## src/rtl/uart_receiver.sv

```systemverilog
`default_nettype none
// uart_receiver: 16x-oversampled UART receive stage (5-8 data bits, parity, one stop bit, loopback).
// Optional macro UART_RX_MAJORITY_EN selects 2-of-3 majority voting per bit. Rev 1.0
module uart_receiver (
    input  logic       pclk,
    input  logic       preset,
    input  logic       urrst,
    input  logic       receive_edge,
    input  logic       uart_rxd,
    input  logic       loop_txd,
    input  logic       loop,
    input  logic [1:0] wls,
    input  logic       pen,
    input  logic       eps,
    input  logic       sp,
    output logic [7:0] rx_data,
    output logic       rx_valid,
    output logic       pe,
    output logic       fe,
    output logic       bi,
    output logic       rx_busy
);
    typedef enum logic [2:0] {
        IDLE   = 3'd0,
        START  = 3'd1,
        DATA   = 3'd2,
        PARITY = 3'd3,
        STOP   = 3'd4
    } state_t;

    // Majority voting decides one tick later, so the counter is reloaded to keep a 16-tick pitch.
`ifdef UART_RX_MAJORITY_EN
    localparam logic [3:0] START_PT     = 4'd8;
    localparam logic [3:0] BIT_PT       = 4'd0;
    localparam logic [3:0] START_RELOAD = 4'd1;
`else
    localparam logic [3:0] START_PT     = 4'd7;
    localparam logic [3:0] BIT_PT       = 4'd15;
    localparam logic [3:0] START_RELOAD = 4'd0;
`endif

    state_t     state;
    logic [3:0] scnt;
    logic [2:0] bcnt;
    logic [7:0] shift;
    logic       rxd_meta;
    logic       rxd_sync;
    logic       rxd_prev;
    logic       line;
    logic       bit_val;
    logic       par_bit;
    logic       par_err;
    logic [7:0] mask;
    logic [7:0] data_m;
    logic       exp_par;

    always_ff @(posedge pclk or posedge preset) begin
        if (preset) begin
            rxd_meta <= 1'b1;
            rxd_sync <= 1'b1;
        end else begin
            rxd_meta <= uart_rxd;
            rxd_sync <= rxd_meta;
        end
    end

    assign line = loop ? loop_txd : rxd_sync;

`ifdef UART_RX_MAJORITY_EN
    logic [1:0] hist;

    always_ff @(posedge pclk or posedge preset) begin
        if (preset) begin
            hist <= 2'b11;
        end else if (receive_edge) begin
            hist <= {hist[0], line};
        end
    end

    assign bit_val = (hist[1] & hist[0]) | (hist[1] & line) | (hist[0] & line);
`else
    assign bit_val = line;
`endif

    always_comb begin
        mask = 8'hFF;
        case (wls)
            2'b00:   mask = 8'h1F;
            2'b01:   mask = 8'h3F;
            2'b10:   mask = 8'h7F;
            default: mask = 8'hFF;
        endcase
    end

    assign data_m = shift & mask;

    always_comb begin
        exp_par = 1'b0;
        case ({sp, eps})
            2'b00:   exp_par = ~(^data_m);
            2'b01:   exp_par = ^data_m;
            2'b10:   exp_par = 1'b1;
            default: exp_par = 1'b0;
        endcase
    end

    assign rx_busy = (state != IDLE);

    always_ff @(posedge pclk or posedge preset) begin
        if (preset) begin
            state    <= IDLE;
            scnt     <= 4'd0;
            bcnt     <= 3'd0;
            shift    <= 8'd0;
            rxd_prev <= 1'b1;
            par_bit  <= 1'b0;
            par_err  <= 1'b0;
            rx_data  <= 8'd0;
            rx_valid <= 1'b0;
            pe       <= 1'b0;
            fe       <= 1'b0;
            bi       <= 1'b0;
        end else begin
            rx_valid <= 1'b0;
            if (urrst) begin
                state <= IDLE;
                scnt  <= 4'd0;
                bcnt  <= 3'd0;
            end else if (receive_edge) begin
                rxd_prev <= line;
                scnt     <= scnt + 4'd1;
                case (state)
                    IDLE: begin
                        if (rxd_prev && !line) begin
                            state <= START;
                            scnt  <= 4'd0;
                        end
                    end
                    START: begin
                        if (scnt == START_PT) begin
                            if (!bit_val) begin
                                state <= DATA;
                                scnt  <= START_RELOAD;
                                bcnt  <= 3'd0;
                            end else begin
                                state <= IDLE;
                            end
                        end
                    end
                    DATA: begin
                        if (scnt == BIT_PT) begin
                            shift[bcnt] <= bit_val;
                            bcnt        <= bcnt + 3'd1;
                            if (bcnt == ({1'b0, wls} + 3'd4)) begin
                                state <= pen ? PARITY : STOP;
                            end
                        end
                    end
                    PARITY: begin
                        if (scnt == BIT_PT) begin
                            par_bit <= bit_val;
                            par_err <= (bit_val != exp_par);
                            state   <= STOP;
                        end
                    end
                    STOP: begin
                        if (scnt == BIT_PT) begin
                            rx_data  <= data_m;
                            fe       <= ~bit_val;
                            pe       <= pen & par_err;
                            bi       <= (data_m == 8'd0) && !bit_val && (!pen || !par_bit);
                            rx_valid <= 1'b1;
                            state    <= IDLE;
                        end
                    end
                    default: state <= IDLE;
                endcase
            end
        end
    end
endmodule
`default_nettype wire
```

## config.mk

```make
export PLATFORM = sky130hd
export DESIGN_NAME = uart_receiver
export DESIGN_NICKNAME = d
export VERILOG_FILES = /design/src/rtl/uart_receiver.sv
export SDC_FILE = /design/constraint.sdc
export NUM_CORES = 1
export LEC_CHECK = 0
export ABC_AREA = 0
export ABC_CLOCK_PERIOD_IN_PS = 1800
export CAP_MARGIN = 20
export CORE_AREA = 4 4 74 76
export DETAILED_ROUTE_END_ITERATION = 12
export DIE_AREA = 0 0 78 80
export PLACE_DENSITY = 0.75
export SYNTH_ARGS = -nofsm -noshare
export SYNTH_HDL_FRONTEND = slang
export SYNTH_SLANG_ARGS = --single-unit
```

## constraint.sdc

```tcl
create_clock -name pclk -period 1.8 [get_ports pclk]
set_clock_uncertainty 0.05 [all_clocks]
set_input_delay 0.27 -clock pclk [delete_from_list [all_inputs] [get_ports pclk]]
set_output_delay 0.27 -clock pclk [all_outputs]
set_load 0.02 [all_outputs]
```

# Yosys cells after proc, flatten, opt, wreduce, memory -nomap -nowiden

Cells that the tools add are included.

Register bits: 35
Latch bits: 0
Bits in writable memories: 0
Memory bits (read-only): 0
Input bits: 12
Output and inout bits: 13
Logic and storage cells: 98
Memories: 0

Add/subtract/negate cells: 3
Multipliers: 0
Div/mod/pow operators: 0
Magnitude comparators: 2
Eq/ne operators: 19
Shift operators: 0
Muxes and demuxes: 33
Bitwise logic cells: 5
Reductions and logical operators: 22

Operators by type and width:

| operator              | count |
|---|---|
| $mux W3               | 14 |
| $pmux W8 S3           | 1 |
| $ne A3 B3 Y1 const B  | 7 |
| $mux W4               | 5 |
| $pmux W3 S5           | 1 |
| $reduce_and A4 Y1     | 3 |
| $and A8 B8 Y8         | 1 |
| $bwmux W8             | 1 |
| $logic_not A8 Y1      | 1 |
| $pmux W4 S2           | 1 |
| $reduce_xor A8 Y1     | 1 |
| $reduce_and A7 Y1     | 1 |
| $eq A3 B2 Y1 const B  | 2 |
| $mux W1               | 6 |
| $pmux W3 S2           | 1 |
| $reduce_bool A3 Y1    | 2 |
| $reduce_and A5 Y1     | 1 |
| $add A4 B1 Y4 const B | 1 |
| $eq A2 B1 Y1 const B  | 2 |
| $eq A2 B2 Y1 const B  | 2 |
| $eq A4 B3 Y1 const B  | 1 |
| $eq A4 B4 Y1 const B  | 1 |
| $logic_and A1 B1 Y1   | 4 |
| $logic_not A2 Y1      | 2 |
| 18 further kinds      | 22 |

# Longest topological paths before layout

Gate-level depths: netlist of run 1.

Depth after elaboration: 7
Depth in mapped cells: 7
Depth with buffers taken out: 7

# Worst setup path before layout of run 1

OpenSTA, ideal clock, no wires.

Path kind: reg-to-reg
From: reg scnt[0]
To: reg bcnt[0]
Setup time: 0.125 ns
Arrival: 1.604 ns
Data required time: 1.625 ns
Path slack: 0.021 ns
Cell stages (with the launch flop): 6
Buffers on the path: 0
Clock period less this slack: 1.779 ns
Cells stage by stage: dfrtp_1 ha_1 and3_1 a41o_1 o32ai_2 mux2_4

Longest elaborated chain between the ends: 3
Elaborated cells on any way between the ends: 5
Those cells by class: 4 x eq/ne; 1 x reduce/logical

RTL lines:

| item                                         | RTL line | source |
|---|---|---|
| start: declaration                           | 43       | `logic [3:0] scnt;` |
| start signal: assignment                     | 131      | `scnt <= scnt + 4'd1;` |
| $eq A4 B4 Y1 or $eq A4 B3 Y1 (tied branches) | 151, 140 |  |
| $ne A3 B3 Y1 (no line)                       | -        |  |
| $reduce_and A5 Y1 (no line) *                | -        |  |
| end signal: assignment                       | 153      | `bcnt <= bcnt + 3'd1;` |
| end: declaration                             | 44       | `logic [2:0] bcnt;` |

Mark *: on every way between the ends. The rest lies on a longest branch, timed or not.
A chain may end at the register's enable or synchronous reset.

# Worst setup path in the final report of run 1

Ends and elaborated chain as after synthesis.

==> results.toml, run 1 <==
[cells_and_area]
final_area_um2 = 2510
multi_input_area_um2 = 982
n_antenna_cell = 0
final_cell_mix = "dfrtp_1, nand2_1, buf_4, o21ai_0, clkdlybuf4s50_1"
fillers = 439
final_util_pct = 53.2
nNetsFinal = 251
layout-drive-gt1-share_pct = 25.2
syn_to_final_growth_pct = 31.2
seqCellArea_um2 = 881
final_common_cell = "dfrtp_1"

[grt]
grt_max_degree = 36
antenna_found_initial = 0
grt_pass1_vias = 1479
grt_use_total_pct = 13.2
grt_pass1_wl_um = 6420
grt_remaining_overflow = 0

[synthesis]
yosysSeqAreaShare_pct = 45.9
avgSynthCellArea_um2 = 10.3
yosys_warnings = 0
synth_cells = 186
async_flop_share_pct = 100
synth_edf_count = 0
syn-num-nets = 204
synth_ff_type = "dfrtp_1"
ys_ff_latch = 35
syn_area_um2 = 1910
yosysUniqueCellTypes = 51

[clocking]
cts_sinks = 35
post_cts_buffers = 0
htree_levels = 2
clock_latency_ns = 0.28
cts_buffers = 5
clk_path_buf_depth = 2
worst_setup_hold_path_clk_slew_ns = 0.07
cts_root_buf = "clkbuf_8"
cts_tree = "built"

[critical_path]
r2r-start = "scnt[0]"
start_kind = "flop"
worst_r2r_endpoint = "bcnt[0]"
rrSetupSlack_ns = 0.07
path_max_fanout = 5
path_class = "reg -> reg"
critPathArrivalTime_ns = 1.85
reg2reg_depth = 5
crit_path_end_kind = "flop"
critPathRequiredTime_ns = 1.92

[placed_design]
routabilityCongestion = 0.917
dp_hpwl_um = 2890
placed_area_um2 = 2370
io_buffer_count = 24
place_ws_ns = -0.414

[timing]
slew_violations = 0
max_freq_ghz = 0.579
period_share_pct = 96.0
slew-limit-headroom_pct = 70.1
period_needed_ns = 1.73
worst_pin_slew_ns = 0.448
setup-violations-final = 0
finalHoldViolCount = 0
timing.final.ws_setup_ns = 0.0722

[power_and_ir_drop]
p_leak_nw = 1.13
vdd_drop_max_uv = 328
powerDensity_nw_per_um2 = 687

[floorplan]
io_pins = 25
rows = 25
coreArea_um2 = 4720
die_w_um = 78
start_util_pct = 40.5
die-area_um2 = 6240
die_h_um = 80

[run_status]
status = "finished, final reports clean"

[flow_run]
maxCapViolCount = 0

[hold_path]
hp-class = "reg -> reg"
holdPathStages = 0
min_to = "rxd_sync"
min-delay-start = "rxd_meta"

[routing]
drt-total-wl_um = 3890
viasPerCell = 4.92
drt_pass1_iterations = 4
drt-initial-drc-count = 54
vias = 1481
drtAntennaViolNets = 0
drc = 0
wl_per_cell_um = 12.9
[routing by layer]
| layer | global-route usage (%) | vias to the layer above | routed length (µm) |
|---|---|---|---|
| met5 | 0 | - | 0 |
| met4 | 6.29 | 0 | 65 |
| met3 | 3.50 | 8 | 194 |
| met2 | 21.7 | 36 | 1860 |
| met1 | 16.0 | 686 | 1770 |
| li1 | - | 751 | - |
[synth_stat cells (3+ instances only)]
| master | count | share of area, % |
|---|---|---|
| dfrtp_1 | 32 | 42 |
| buf_2 | 4 | 1.0 |
| xnor2_1 | 6 | 2.7 |
| clkbuf_1 | 3 | 0.59 |
| a21oi_1 | 5 | 1.3 |
| nand3_1 | 7 | 1.8 |
| o21ai_0 | 23 | 6.0 |
| inv_1 | 10 | 2.0 |
| nand2_1 | 25 | 4.9 |
| mux2_2 | 3 | 1.8 |
| dfstp_2 | 3 | 4.1 |
| mux2i_1 | 5 | 2.6 |
| nor2_1 | 8 | 1.6 |
| ha_1 | 6 | 3.9 |
[worst max-delay path, cell delays in order, from the launching register on]
cell	delay (ns)
dfrtp_1	0.41
ha_4	0.19
and3_1	0.19
a41o_1	0.25
o32ai_4	0.19
mux2_4	0.33
[cell type report]
cell class	instances	area share [%]
flip-flops and latches	35	35.1
repair buffers	49	17.0
well taps	67	3.34
multi-input cells	132	39.1
clock buffers	8	3.99
inverters	10	1.49
[report_power, final]
group	internal [W]	switching [W]
Sequential	0.000810	0.0000341
Clock	0.000349	0.000268
Combinational	0.000125	0.000138
Total	0.00128	0.000440
[registers in the layout, summed over array words and instances (netlist names)]
name / flops
bcnt: 3
bi: 1
fe: 1
par_bit: 1
par_err: 1
pe: 1
rx_data: 8
rx_valid: 1
rxd_meta: 1
rxd_prev: 1
rxd_sync: 1
scnt: 4
shift: 8
state: 3
[worst max-delay path by stage]
stage                  from      end  slack, ns  cells after the start
detailed placement   wls[1]  par_err      -0.41                      8
finish              scnt[0]  bcnt[0]       0.07                      5
floorplan           scnt[0]  bcnt[0]       0.02                      5
CTS                 scnt[0]  bcnt[0]       0.02                      5
global route        scnt[1]  bcnt[0]      -0.01                      5
global placement     wls[1]  par_err      -0.34                      8
[per-stage QoR]
stage	TNS, ns	hold WS, ns	cells	power, W
6_report	0	0.307	301	0.00173
5_1_grt	-0.0230	0.316	301	0.00181
4_1_cts	0	0.309	301	0.00175
3_5_place_dp	-2.81	0.298	293	0.00111
3_3_place_gp	-2.27	0.297	293	0.00111
2_1_floorplan	0	0.224	186	0.000999
[kinds of logic (layout without fill, tap and decap cells)]
kind of cell	after synthesis	in the layout	share of synthesized area, %
buffers and inverters	19	67	4.77
xor gates and xnor gates	8	8	3.66
adders and majority gates	6	6	3.92
and+or+nand+nor	65	65	21.7
DFF	35	35	45.9
muxes	10	10	5.95
AOI/OAI and AO/OA	43	43	14.1
[timing repair]
item | CTS | global route
hold buffers | 0 | 0
endpoints found under the setup margin | 3 | 9
gates resized for setup | 9 | 4
pin swaps | 1 | 4
gates cloned | 0 | 0
Note: power is estimated with default switching activity, not from simulation.
==> run 2: changes to the inputs <==
Settings changed: PLACE_DENSITY 0.75 to not set, SLEW_MARGIN set to 20.
==> results.toml, run 2 (synthesized netlist as in run 1, its figures left out) <==
[hold_path]
min-delay-start = "rxd_meta"
holdPathStages = 0
min_to = "rxd_sync"
hp-class = "reg -> reg"

[routing]
viasPerCell = 4.97
drc = 0
vias = 1505
drt-initial-drc-count = 42
drt_pass1_iterations = 4
drtAntennaViolNets = 0
wl_per_cell_um = 13.6
drt-total-wl_um = 4130

[grt]
grt_remaining_overflow = 0
grt_use_total_pct = 14.6
grt_pass1_wl_um = 7050
grt_pass1_vias = 1485
grt_max_degree = 36
antenna_found_initial = 0

[timing]
finalHoldViolCount = 0
setup-violations-final = 0
worst_pin_slew_ns = 0.447
rsz0062_at_grt = "no"
slew-limit-headroom_pct = 70.2
period_needed_ns = 1.74
slew_violations = 0
max_freq_ghz = 0.576
period_share_pct = 96.5

[placed_design]
placed_area_um2 = 2380
io_buffer_count = 24
dp_hpwl_um = 3160
routabilityCongestion = 0.921

[cells_and_area]
n_antenna_cell = 0
nNetsFinal = 253
final_common_cell = "dfrtp_1"
top_regs = "rx_data (8), shift (8), scnt (4)"
final_cell_mix = "dfrtp_1, buf_4, nand2_1, o21ai_0, clkdlybuf4s50_1"
layout-drive-gt1-share_pct = 25.4
final_util_pct = 53.0
final_area_um2 = 2500
syn_to_final_growth_pct = 30.8

[critical_path]
rrSetupSlack_ns = 0.07
start_kind = "input port"
critPathRequiredTime_ns = 1.93
critPathArrivalTime_ns = 1.87
path_max_fanout = 5
crit_path_end_kind = "flop"
reg2reg_depth = 6
r2r-start = "scnt[0]"
worst_r2r_endpoint = "shift[6]"
path_class = "in -> reg"

[run_status]
status = "finished, final reports clean"

[power_and_ir_drop]
vdd_drop_max_uv = 399
p_leak_nw = 1.12
powerDensity_nw_per_um2 = 670

[clocking]
cts_sinks = 35
clk_path_buf_depth = 2
worst_setup_hold_path_clk_slew_ns = 0.07
cts_root_buf = "clkbuf_8"
cts_tree = "built"
htree_levels = 2
cts_buffers = 5
clock_latency_ns = 0.29

[floorplan]
coreArea_um2 = 4720
die_w_um = 78
start_util_pct = 40.5
die-area_um2 = 6240
rows = 25
io_pins = 25
die_h_um = 80

[flow_run]
maxCapViolCount = 0
-- run 2: cell types whose count changed in the layout (fill, tap and decap cells not counted), sizes merged --
cell	before	now
dlymetal6s2s	1	0
buf	25	27
clkinvlp	0	1
clkbuf	8	6
clkdlybuf4s50	20	21
clkinv	0	1
-- run 2: final cells by class --
class                      count  area (µm²)
multi-input combinational    132         978
tap                           67        83.8
inverter                      10        37.5
sequential                    35         880
timing repair buffer          51         439
clock inverter                 2        12.5
clock buffer                   6        72.6
fill                         434        2220
-- run 2: critical path: stages --
cell	delay, ns
clkdlybuf4s50_1	0.51
mux2_4	0.35
nor4b_4	0.26
o32ai_2	0.16
mux2_4	0.31
-- run 2: repair_timing --
action,4_1_cts,5_1_grt
resized for setup,6,5
setup buffers,0,1
hold buffers,0,0
pin swaps,1,1
endpoints found under the setup margin,6,4
-- run 2: routing by layer --
metal | vias up | GRT usage (%) | wire [µm]
met2 | 21 | 24.9 | 2090
met5 | - | 0 | 0
met4 | 0 | 5.24 | 72
met1 | 724 | 17.9 | 1840
met3 | 7 | 3.61 | 131
li1 | 753 | - | -
-- run 2: how the worst max path moves through the flow --
| stage | start | endpoint | slack, ns | cells past startpoint |
|---|---|---|---|---|
| 2_1_floorplan | scnt[0] | bcnt[0] | 0.02 | 5 |
| 3_3_place_gp | wls[1] | par_err | -0.37 | 8 |
| 3_5_place_dp | wls[1] | par_err | -0.40 | 8 |
| 4_1_cts | scnt[0] | shift[6] | 0.03 | 6 |
| 5_1_grt | scnt[1] | shift[6] | 0.004 | 6 |
| 6_report | loop | bcnt[0] | 0.06 | 5 |
-- run 2: per-stage QoR --
step / total power (W) / cells / setup WS, ns / TNS, ns / hold slack, ns
2_1_floorplan: 0.000999 / 186 / 0.0211 / 0 / 0.224
3_3_place_gp: 0.00112 / 294 / -0.366 / -2.04 / 0.301
3_5_place_dp: 0.00113 / 294 / -0.403 / -2.59 / 0.302
4_1_cts: 0.00169 / 302 / 0.0305 / 0 / 0.312
5_1_grt: 0.00176 / 303 / 0.00384 / 0 / 0.318
6_report: 0.00168 / 303 / 0.0635 / 0 / 0.309
-- run 2: report_power, final --
part / internal [W] / leakage [nW] / switching (W)
sequential: 0.000808 / 0.456 / 0.0000297
clock: 0.000270 / 0.0412 / 0.000294
combinational: 0.000133 / 0.624 / 0.000141
==> run 3: changes to the inputs <==
Settings changed: CORE_AREA 4 4 74 76 to 4 4 87 65, DIE_AREA 0 0 78 80 to 0 0 91 69.
==> results.toml, run 3 (synthesized netlist as in run 1, its figures left out) <==
[run_status]
status = "finished, final reports clean"

[timing]
rsz0062_at_grt = "no"
holdWs_ns = 0.310
slew_violations = 0
finalHoldViolCount = 0
slew-limit-headroom_pct = 69.8
worst_pin_slew_ns = 0.441
setup-violations-final = 0
max_freq_ghz = 0.570
setup_tns_ns = 0
period_needed_ns = 1.76
period_share_pct = 97.5

[routing]
vias = 1570
wl_per_cell_um = 15.5
drtAntennaViolNets = 0
drc = 0
viasPerCell = 5.30
drt_pass1_iterations = 4
drt-total-wl_um = 4600
drt-initial-drc-count = 44

[cells_and_area]
nNetsFinal = 256
top_regs = "rx_data (8), shift (8), scnt (4)"
final_cell_mix = "dfrtp_1, buf_4, nand2_1, o21ai_0, clkdlybuf4s50_1"
final_cells = 296
final_area_um2 = 2620
syn_to_final_growth_pct = 36.6
layout-drive-gt1-share_pct = 30.1
n_antenna_cell = 0
fillers = 409

[placed_design]
placed_area_um2 = 2390
dp_hpwl_um = 3310
dp.cells = 285
io_buffer_count = 24
routabilityCongestion = 0.927

[critical_path]
critPathArrivalTime_ns = 1.89
start_kind = "flop"
critPathBufInv = 0
path_max_fanout = 4
path_class = "reg -> reg"
path_cells = "ha_4 > and3_1 > a41o_1 > o32ai_4 > mux2_4"
cp_top_family = "compound AO/OA/AOI/OAI gates"
r2r-start = "scnt[1]"
cp-startpoint = "scnt[1]"
slowest_delay_ns = 0.42
critPathRequiredTime_ns = 1.93
crit_path_end_kind = "flop"
critical_path.slowest_cell = "dfrtp_1"

[power_and_ir_drop]
p_seq_share_pct = 44.8
power_frac_clock_pct = 39.6
vdd_drop_max_uv = 316
p_leak_nw = 1.19
p_sw_w = 0.000481
powerDensity_nw_per_um2 = 717
swShare_pct = 25.6
p_comb_share_pct = 15.6
p_int_w = 0.00139

[floorplan]
rows = 21
start_util_pct = 40.5
coreArea_um2 = 4730
die-area_um2 = 6280
die_w_um = 91
io_pins = 25
die_h_um = 69

[flow_run]
maxCapViolCount = 0

[clocking]
cts_sinks = 35
hold_buffers = 0
clock_latency_ns = 0.29
cts_buffers = 5
cts_root_buf = "clkbuf_8"
worst_setup_hold_path_clk_slew_ns = 0.07
clk_path_buf_depth = 2
htree_levels = 2
cts_tree = "built"

[grt]
grt_pass1_vias = 1593
antenna_found_initial = 0
grt_pass1_wl_um = 7900
grt_max_degree = 36
grt_use_total_pct = 15.8
grt_remaining_overflow = 0

[hold_path]
min-delay-start = "rxd_meta"
hp-class = "reg -> reg"
## run 3: worst reg2reg max path, delay by kind of cell (launching register included)
kind                       cells  cell delay [ns]
AOI/OAI and AO/OA              2             0.46
adders and majority gates      1             0.19
and+or+nand+nor                1             0.20
muxes                          1             0.33
DFF                            1             0.42
## run 3: final cells by class
| type | count | area [µm²] | share of cell area [%] |
|---|---|---|---|
| Timing Repair Buffer | 54 | 477 | 18.2 |
| Inverter | 10 | 37.5 | 1.44 |
| Tap cell | 57 | 71.3 | 2.73 |
| Clock buffer | 6 | 82.6 | 3.16 |
| Multi-Input combinational cell | 132 | 1030 | 39.3 |
| Sequential cell | 35 | 883 | 33.8 |
| Clock inverter | 2 | 35.0 | 1.34 |
## run 3: power by group through the flow
| stage | clock [W] | sequential [W] | combinational [W] |
|---|---|---|---|
| floorplan | 0 | 0.000830 | 0.000168 |
| global placement | 0 | 0.000851 | 0.000273 |
| detailed placement | 0 | 0.000851 | 0.000276 |
| CTS | 0.000754 | 0.000840 | 0.000275 |
| global route | 0.000789 | 0.000842 | 0.000324 |
| finish | 0.000743 | 0.000839 | 0.000293 |
## run 3: timing repair
action | CTS | global route
setup buffers | 0 | 3
pin swaps | 2 | 8
endpoints found under the setup margin | 9 | 10
gates resized for setup | 12 | 9
## run 3: stage by stage
| stage | utilization, % | setup WS (ns) | total power, W |
|---|---|---|---|
| 6_report | 55.3 | 0.0445 | 0.00188 |
| 5_1_grt | 55.3 | 0.00629 | 0.00195 |
| 4_1_cts | 53.7 | 0.0160 | 0.00187 |
| 3_5_place_dp | 50.5 | -0.440 | 0.00113 |
| 3_3_place_gp | 50.5 | -0.352 | 0.00112 |
| 2_1_floorplan | - | 0.0211 | 0.000999 |
## run 3: final timing paths
check,endpoint,slack (ns),depth (start not counted)
setup reg to reg,bcnt[0],0.04,5
hold / removal,rxd_sync,0.31,0
max in group asynchronous,rxd_sync,1.01,3
hold reg to reg,rxd_sync,0.31,0
min in group asynchronous,fe,0.34,3
setup / recovery,bcnt[0],0.04,5
## run 3: per-layer routing
metal,vias to the layer above,track usage (%),routed length (µm)
met4,0,6.02,82
met1,756,21.9,2160
met5,-,0,0
met3,7,3.80,226
met2,42,23.8,2130
li1,765,-,-
